File: src/rtl/tx_link_scheduler.sv
// tx_link_scheduler: round-robin arbiter plus serialiser for the 6-bit
// board-to-board packet link. The winner's datagram is latched, a header
// packet carrying the source id is sent, then the datagram goes out LSB-first
// in 6-bit packets. Each packet is held for two cycles: strobe high, then low.
//
// Handshake: req[i] is a level held by the producer until ack[i] pulses for
// one cycle. ack marks the edge on which datagram i was captured, so req and
// datagram_in may change freely afterwards without affecting the frame.
module tx_link_scheduler #(
  parameter int NUM_SRC  = 4,
  parameter int MSG_BITS = 48,
  parameter int PKT_BITS = 6
) (
  input  logic                        clk_send,
  input  logic                        rst,
  input  logic                        link_en,
  input  logic [NUM_SRC-1:0]          req,
  input  logic [NUM_SRC*MSG_BITS-1:0] datagram_in,
  output logic [NUM_SRC-1:0]          ack,
  output logic [5:0]                  packet_out,
  output logic                        packet_pulse,
  output logic                        transmit_ctrl,
  output logic                        busy,
  output logic [3:0]                  grant_id,
  output logic [2:0]                  dbg_state
);

  localparam int NPKT     = (MSG_BITS + PKT_BITS - 1) / PKT_BITS;
  localparam int BUF_BITS = NPKT * PKT_BITS;
  localparam int IDW      = $clog2(NUM_SRC);
  localparam int CW       = $clog2(NPKT + 1);

  localparam logic [IDW:0]   NSRC_W  = (IDW+1)'(NUM_SRC);
  localparam logic [IDW-1:0] LAST_ID = IDW'(NUM_SRC - 1);
  localparam logic [CW-1:0]  NPKT_C  = CW'(NPKT);

  typedef enum logic [2:0] {
    S_IDLE = 3'd0,
    S_HDR  = 3'd1,
    S_HOLD = 3'd2,
    S_DATA = 3'd3,
    S_END  = 3'd4
  } state_t;

  state_t              state, state_d;
  logic [IDW-1:0]      rr, rr_d;
  logic [BUF_BITS-1:0] send_buf, buf_d;
  logic [CW-1:0]       cnt, cnt_d;
  logic [NUM_SRC-1:0]  ack_d;
  logic [5:0]          pkt_d;
  logic                pulse_d, tc_d, busy_d;
  logic [3:0]          gid_d;

  logic                found;
  logic [IDW-1:0]      win;
  logic [IDW:0]        sum;
  logic [IDW-1:0]      idx;

  assign dbg_state = state;

  // Round-robin search: first requester at or above rr, wrapping to 0.
  always_comb begin
    found = 1'b0;
    win   = '0;
    sum   = '0;
    idx   = '0;
    for (int k = 0; k < NUM_SRC; k++) begin
      sum = {1'b0, rr} + (IDW+1)'(k);
      if (sum >= NSRC_W) sum = sum - NSRC_W;
      idx = sum[IDW-1:0];
      if (!found && req[idx]) begin
        found = 1'b1;
        win   = idx;
      end
    end
  end

  // Next-state and next-output logic; every output is the registered copy.
  always_comb begin
    state_d = state;
    rr_d    = rr;
    buf_d   = send_buf;
    cnt_d   = cnt;
    ack_d   = '0;
    pkt_d   = packet_out;
    pulse_d = 1'b0;
    tc_d    = 1'b0;
    busy_d  = busy;
    gid_d   = grant_id;
    case (state)
      S_IDLE: begin
        if (link_en && found) begin
          buf_d      = BUF_BITS'(datagram_in[win*MSG_BITS +: MSG_BITS]);
          ack_d[win] = 1'b1;
          gid_d      = 4'(win);
          busy_d     = 1'b1;
          rr_d       = (win == LAST_ID) ? '0 : win + 1'b1;
          cnt_d      = '0;
          state_d    = S_HDR;
        end
      end
      S_HDR: begin
        pkt_d   = {2'b10, grant_id};
        pulse_d = 1'b1;
        state_d = S_HOLD;
      end
      S_DATA: begin
        pkt_d   = send_buf[5:0];
        buf_d   = send_buf >> PKT_BITS;
        cnt_d   = cnt + 1'b1;
        pulse_d = 1'b1;
        state_d = S_HOLD;
      end
      S_HOLD: begin
        state_d = (cnt == NPKT_C) ? S_END : S_DATA;
      end
      S_END: begin
        tc_d    = 1'b1;
        busy_d  = 1'b0;
        state_d = S_IDLE;
      end
      default: state_d = S_IDLE;
    endcase
  end

  // State, datapath and output registers; reset abandons any frame in flight.
  always_ff @(posedge clk_send or negedge rst) begin
    if (!rst) begin
      state         <= S_IDLE;
      rr            <= '0;
      send_buf      <= '0;
      cnt           <= '0;
      ack           <= '0;
      packet_out    <= '0;
      packet_pulse  <= 1'b0;
      transmit_ctrl <= 1'b0;
      busy          <= 1'b0;
      grant_id      <= '0;
    end else begin
      state         <= state_d;
      rr            <= rr_d;
      send_buf      <= buf_d;
      cnt           <= cnt_d;
      ack           <= ack_d;
      packet_out    <= pkt_d;
      packet_pulse  <= pulse_d;
      transmit_ctrl <= tc_d;
      busy          <= busy_d;
      grant_id      <= gid_d;
    end
  end

endmodule

File: config.mk
export PLATFORM = sky130hd
export DESIGN_NAME = tx_link_scheduler
export DESIGN_NICKNAME = d
export VERILOG_FILES = /design/src/rtl/tx_link_scheduler.sv
export SDC_FILE = /design/constraint.sdc
export NUM_CORES = 1
export LEC_CHECK = 0
export BUFFER_PORTS_ARGS = -buffer_cell sky130_fd_sc_hd__buf_2
export CAP_MARGIN = 20
export CORE_MARGIN = 2
export CORE_UTILIZATION = 30
export DETAILED_ROUTE_END_ITERATION = 8
export GPL_TIMING_DRIVEN = 0
export HOLD_SLACK_MARGIN = 0.1
export PLACE_DENSITY = 0.63
export SETUP_SLACK_MARGIN = 0.5
export SYNTH_ARGS = -nofsm -noshare
export SYNTH_HDL_FRONTEND = slang
export SYNTH_SLANG_ARGS = --single-unit
File: constraint.sdc
create_clock -name clk_send -period 2.4 [get_ports clk_send]
set_input_delay 0.12 -clock clk_send [delete_from_list [all_inputs] [get_ports clk_send]]
set_output_delay 0.12 -clock clk_send [all_outputs]
set_load 0.02 [all_outputs]
==> impl_results.md, run 1 <==
* Nets at roughly 990
* Via/cell ratio at between 5 and 6
* Row count at 46
* Yosys reg bits at 72
* Post-DRT Antenna Nets at 0
* FFs w/ async S/R, synth at 1.000
* Initial antenna violation count at 0
* Unique masters post-synth at 42
* Most frequent cells in the layout: buf_2 (230), dfrtp_1 (71), nand3_1 (60)
* CTS H-tree lvls at 3
* Die area at about 17000 µm²
* Worst Hold Class: in -> reg
* Cells after Synth at 550
* Detailed Route WL at 18250 µm
* Total power at 0.006637 W
* Max cap viols at 0
* RD Place Congestion at 0.8270
* First-pass GRT wire length at ~27000 µm
* Congestion Overflow GR at 0
* Layout cells sized above 1 at 0.3925
* CTS tree: yes
* Worst-path clk slew at 0.06 ns
* Crit-path slowest cell: dfrtp_1
* Final period util at 0.7760
* Commonest non-fill, non-tap cell in the layout: buf_2
* IO Port Bufs at approximately 220
* Crit Path Class: reg -> reg
* Peak VDD IR at about 0.0004 V
* Worst skew pair latency at about 0.33 ns
* Avg Cell Area, Syn at roughly 8.7 µm²
* Crit. End Element: flop
* Bufs on Longest Clock Path at 2
* Detailed Place HPWL at between 10000 and 15000 µm
* Die W at between 100 and 150 µm
* Worst Max-Slew Pin Slew at 0.5359 ns
* Top FF cell, synth: dfrtp_1
* Peak Freq at 536.9 MHz
* Clock sink total at 72
* Arrival time worst endpoint at ~2.1 ns
* Wire length per cell at between 15 and 20 µm
* Endpoints failing setup at 0
* Largest net degree at the start of global routing at 39
* Slew Limit Fails at 0
* Status: complete, no violations
* WP data required at about 2.6 ns
* Root Driver: clkbuf_16
* PwrDens at 974.6 nW/µm²
* # diodes at 0
* CTS buffer count at 9
* Die Span Y at 130.6 µm
* EDFF count, synth at 0
* Relative slew margins at 0.6428
* Final hold viol count at 0
* Io pins at 219
* Core area at 15770 µm²
* Sequential cell area fraction in the yosys report at 0.3748
* Post-Syn Area at around 4800 µm²
* Critical Path Fanout Max at 10
* Crit-path max cell delay at roughly 0.43 ns
* Initial core utilization at 0.3048
* CP Cell Sequence: nand2_1 -> a211oi_4 -> buf_12 -> nor2_4 -> buf_4 -> mux2i_1 -> o211ai_1
* Drt first pass iters at 4
* Starting DRT DRC Count at about 300
* DRC at 0
* Total number of vias at ~5300
* Crit path time final at 1.862 ns
* Total track usage at 0.2107
* CP startpoint kind: flop
* Static leakage at 3.393 nW
* Vias in the first global route at between 5000 and 6000
* Clock skew at between 0.006 and 0.007 ns
* Core Util, Final at 0.4318
* Yosys warnings at 0
* Setup repair after global routing missed its margin: true
* Synth-to-layout area growth at 41.67%
* Final setup TNS at 0 ns
==> area by class of cell <==
| class | count | area, µm² |
|---|---|---|
| multi-input combinational | 408 | 2794 |
| tap | 216 | 270.3 |
| inverter | 13 | 51.30 |
| sequential | 72 | 1803 |
| buffer | 59 | 396.6 |
| clock inverter | 5 | 56.30 |
| fill | 1634 | 8960 |
| clock buffer | 11 | 242.7 |
| timing repair buffer | 227 | 1196 |
==> per-stage QoR <==
| step | setup slack, ns | instance area (µm²) | cells | hold slack [ns] |
|---|---|---|---|---|
| global placement | -0.08420 | 6162 | 983 | 0.4181 |
| floorplan | 0.6262 | 4811 | 551 | -0.1756 |
| detailed placement | -0.09579 | 6185 | 984 | 0.1129 |
| finish | 0.5376 | 6810 | 1011 | 0.1075 |
| global route | 0.4607 | 6810 | 1011 | 0.1041 |
| CTS | 0.4984 | 6683 | 1005 | 0.1028 |
==> cell families after synthesis <==
kind of cell    synth area share
simple gates              0.1728
other cells            0.0007801
fa+ha+maj                0.01041
compound gates            0.2834
mux                      0.09162
flops                     0.3748
buf+inv                  0.06611
==> registers in the layout (all words and copies together), names as in the netlist <==
signal	count
ack	4
rr	2
cnt	4
grant_id	2
dbg_state	3
packet_pulse	1
transmit_ctrl	1
busy	1
packet_out	6
send_buf	48
==> routing by layer <==
| metal | GRT usage | vias up | wire, µm |
|---|---|---|---|
| li1 | - | 2559 | - |
| met1 | 0.2843 | 2537 | 8130 |
| met2 | 0.3514 | 184 | 8928 |
| met3 | 0.03664 | 19 | 1005 |
| met4 | 0.05444 | 0 | 189 |
| met5 | 0 | - | 0 |
==> path summary, 6_finish.rpt <==
check,start,to,slack [ns],cells after the start
min,datagram_in[68],send_buf[20],0.11,3
min reg2reg,packet_out[3],packet_out[3],0.46,2
max reg2reg,rr[1],send_buf[25],0.54,7
max,rr[1],send_buf[25],0.54,7
min in group asynchronous,rst,busy,0.30,2
max in group asynchronous,rst,rr[0],1.52,3
==> worst max-delay path, delay by kind of cell (launching register included) <==
kind | cells | cell delay, ns
compound gates | 2 | 0.21
flops | 1 | 0.43
mux | 1 | 0.27
buf+inv | 2 | 0.42
simple gates | 2 | 0.40
==> where the power goes <==
part           switching [W]  total [W]  leakage (nW)  internal [W]
logic                0.00198    0.00336          2.30       0.00138
registers           0.000295    0.00191         0.947       0.00162
clock network       0.000531    0.00136         0.145      0.000832
==> cells in the mapped netlist (all sizes together), types with 2 or more instances <==
cell	number	area, µm²
a211o	43	376.6
a21oi	42	210.2
a22o	7	61.31
and2	2	12.51
and3	41	256.5
buf	29	156.4
clkbuf	30	112.6
dfrtp	72	1802
ha	4	50.05
inv	13	48.80
mux2i	44	440.4
nand2	28	115.1
nand3	61	310.3
nand4	2	12.51
nor2	8	32.54
nor2b	4	25.02
o211ai	48	360.4
o21ai	50	250.2
o221ai	6	52.55
or4	2	15.01
==> timing repair <==
action | 4_1_cts | 5_1_grt
hold endpoints to repair | 35 | 0
gates resized for setup | 54 | 49
setup endpoints to repair | 57 | 50
pin swaps | 3 | 4
setup buffers | 3 | 5
gates cloned | 0 | 1
hold buffers | 2 | 0
Note: power is estimated with default switching activity, not from simulation.
==> run 2: changes to the inputs <==
--- a/config.mk
+++ b/config.mk
@@ -12,7 +12,7 @@
 export DETAILED_ROUTE_END_ITERATION = 8
 export GPL_TIMING_DRIVEN = 0
 export HOLD_SLACK_MARGIN = 0.1
-export PLACE_DENSITY = 0.63
+export PLACE_DENSITY = 0.65
 export SETUP_SLACK_MARGIN = 0.5
 export SYNTH_ARGS = -nofsm -noshare
 export SYNTH_HDL_FRONTEND = slang
==> constraint.sdc (replaced) <==
create_clock -name clk_send -period 1.6 [get_ports clk_send]
set_input_delay 0.08 -clock clk_send [delete_from_list [all_inputs] [get_ports clk_send]]
set_output_delay 0.08 -clock clk_send [all_outputs]
set_load 0.02 [all_outputs]
==> impl_results.md, run 2 (synthesized netlist as in run 1, its figures left out) <==
* Worst-path clk slew at 0.06 ns (about the same)
* Hold depth at 3 (unchanged)
* WP data required at 1.87 ns (was 2.60 ns)
* Worst hold endpoint: send_buf[3] (was send_buf[20])
* Root Driver: clkbuf_16 (unchanged)
* Worst skew pair latency at 0.33 ns (about the same)
* Largest Register: send_buf (unchanged)
* Detailed Route WL at 20490 µm (was 18250 µm)
* Starting DRT DRC Count at 281 (was 303)
* Design area at 8399 µm² (was 6810 µm²)
* CTS tree: yes (unchanged)
* Hold Crit Start: datagram_in[147] (was datagram_in[68])
* Core area at 15770 µm² (unchanged)
* CP startpoint kind: flop (unchanged)
* Crit. End Element: flop (unchanged)
* Most frequent cells in the layout: buf_2 (222), dfrtp_1 (69), nand3_1 (58) (was buf_2 (230), dfrtp_1 (71), nand3_1 (60))
* Hold Worst Slack at 0.08422 ns (was 0.1075 ns)
* Drt first pass iters at 5 (was 4)
* Max reg flops at 48 (unchanged)
* Reg2reg path depth at 8 (was 7)
* Vias in the first global route at 5643 (was 5010)
* Bufs on Longest Clock Path at 2 (unchanged)
* Io pins at 219 (unchanged)
* RR Endpoint: send_buf[46] (was send_buf[25])
* Via/cell ratio at 5.196 (was 5.241)
* CTS H-tree lvls at 3 (unchanged)
* Static leakage at 3.965 nW (was 3.393 nW)
* Crit Path Class: reg -> reg (unchanged)
* Failing checks: negative setup slack
* RD Place Congestion at 0.8262 (was 0.8270)
* Largest net degree at the start of global routing at 38 (was 39)
* Die W at 130.6 µm (unchanged)
* Commonest non-fill, non-tap cell in the layout: buf_2 (unchanged)
* Initial core utilization at 0.3048 (unchanged)
* Nets at 1080 (was 993)
* CTS buffer count at 9 (unchanged)
* RR Startpoint: rr[0] (was rr[1])
* Critical Path Fanout Max at 5 (was 10)
* Status: finished, violations left (was complete, no violations)
* Peak Freq at 529.5 MHz (was 536.9 MHz)
* IO Port Bufs at 216 (unchanged)
* M3 GR Usage at 0.03298 (was 0.03664)
* Final Worst Setup Slack at -0.2884 ns (was 0.5376 ns)
* Placed cell area at 6354 µm² (was 6185 µm²)
* Wire length per cell at 18.64 µm (was 18.06 µm)
* Clock skew at 0.007263 ns (was 0.006091 ns)
* Top Registers: send_buf x48, packet_out x6 (unchanged)
* Total track usage at 0.2265 (was 0.2107)
* Peak VDD IR at 0.0006565 V (was 0.0004116 V)
* First-pass GRT wire length at 29350 µm (was 27130 µm)
* Final period util at 1.180 (was 0.7760)
* Synth-to-layout area growth at 74.73% (was 41.67%)
* Congestion Overflow GR at 0 (unchanged)
* Crit path time final at 1.888 ns (was 1.862 ns)
* Detailed Place HPWL at 13940 µm (was 13820 µm)
* Worst Max-Slew Pin Slew at 0.6377 ns (was 0.5359 ns)
* Total number of vias at 5710 (was 5299)
* Clock sink total at 72 (unchanged)
* Row count at 46 (unchanged)
* Grt met2 use at 0.3833 (was 0.3514)
* Relative slew margins at 0.5749 (was 0.6428)
* Die Span Y at 130.6 µm (unchanged)
* Setup repair after global routing missed its margin: true (unchanged)
* Endpoints failing setup at 55 (was 0)
* Initial antenna violation count at 1 (was 0)
* DRC at 0 (unchanged)
* Worst Hold Class: in -> reg (unchanged)
* GR peak layer: met2 (unchanged)
* Internal reg-to-reg setup slack at -0.29 ns (was 0.54 ns)
* Max cap viols at 0 (unchanged)
* PwrDens at 1449 nW/µm² (was 974.6 nW/µm²)
* Arrival time worst endpoint at 2.16 ns (was 2.06 ns)
* Final hold viol count at 0 (unchanged)
* Post-DRT Antenna Nets at 0 (unchanged)
* Layout cells sized above 1 at 0.4580 (was 0.3925)
* Slew Limit Fails at 0 (unchanged)
* Die area at 17050 µm² (unchanged)
* Filler cell count at 1467 (was 1634)
* Met1 Use GR at 0.3026 (was 0.2843)
[run 2: layer usage]
layer  routed length (µm)  vias up
met3                 1159       23
met4                  304        0
met5                    0        -
met1                 8909     2747
met2                10120      209
li1                     -     2731
[run 2: final cells by class]
type	instances	area (µm²)	area share
multi-input combinational	408	3132	0.3729
timing repair buffer	314	2228	0.2653
sequential	72	1805	0.2150
buffer	59	579.3	0.06897
tap	216	270.3	0.03218
clock buffer	9	225.2	0.02681
clock inverter	7	95.09	0.01132
inverter	13	61.31	0.007299
antenna	1	2.502	0.0002979
[run 2: report_power, final]
| group | total, W | switching, W | internal, W |
|---|---|---|---|
| logic | 0.00708 | 0.00356 | 0.00352 |
| clock network | 0.00219 | 0.000824 | 0.00137 |
| registers | 0.00290 | 0.000464 | 0.00243 |
| total | 0.0122 | 0.00485 | 0.00732 |
[run 2: stage by stage]
stage | total power (W) | std cells | util | setup TNS, ns | setup slack (ns)
final | 0.01217 | 1099 | 0.5326 | -11.03 | -0.2884
after global routing | 0.01290 | 1098 | 0.5325 | -14.78 | -0.3333
after CTS | 0.01127 | 1083 | 0.5002 | -10.45 | -0.2584
after detailed placement | 0.007660 | 984 | 0.4029 | -30.76 | -0.7163
after global placement | 0.007590 | 983 | 0.4015 | -35.04 | -0.7105
after floorplan | 0.006109 | 551 | - | -2.527 | -0.09243
[run 2: worst max-delay path by stage]
stage / startpoint / end / slack, ns / cells past startpoint
global route: rr[0] / send_buf[46] / -0.33 / 8
CTS: rr[0] / send_buf[46] / -0.26 / 8
finish: rr[0] / send_buf[46] / -0.29 / 8
floorplan: rr[0] / ack[2] / -0.09 / 8
detailed placement: rr[1] / send_buf[41] / -0.72 / 6
global placement: rr[0] / send_buf[41] / -0.71 / 6
[run 2: what timing repair did]
| item | in CTS | in global routing |
|---|---|---|
| gates cloned | 5 | 4 |
| gates resized for setup | 97 | 83 |
| setup endpoints to repair | 62 | 72 |
| setup buffers | 27 | 10 |
| hold buffers | 51 | 1 |
| endpoints found under the hold margin | 64 | 1 |
| pin swaps | 25 | 28 |
[run 2: worst max-delay path, stage by stage, from the launching register on]
cell      delay, ns
dfrtp_2        0.42
nor2b_4        0.06
or4b_4         0.49
buf_8          0.15
nand2_8        0.13
inv_6          0.05
buf_6          0.12
o211ai_1       0.24
a22o_1         0.17
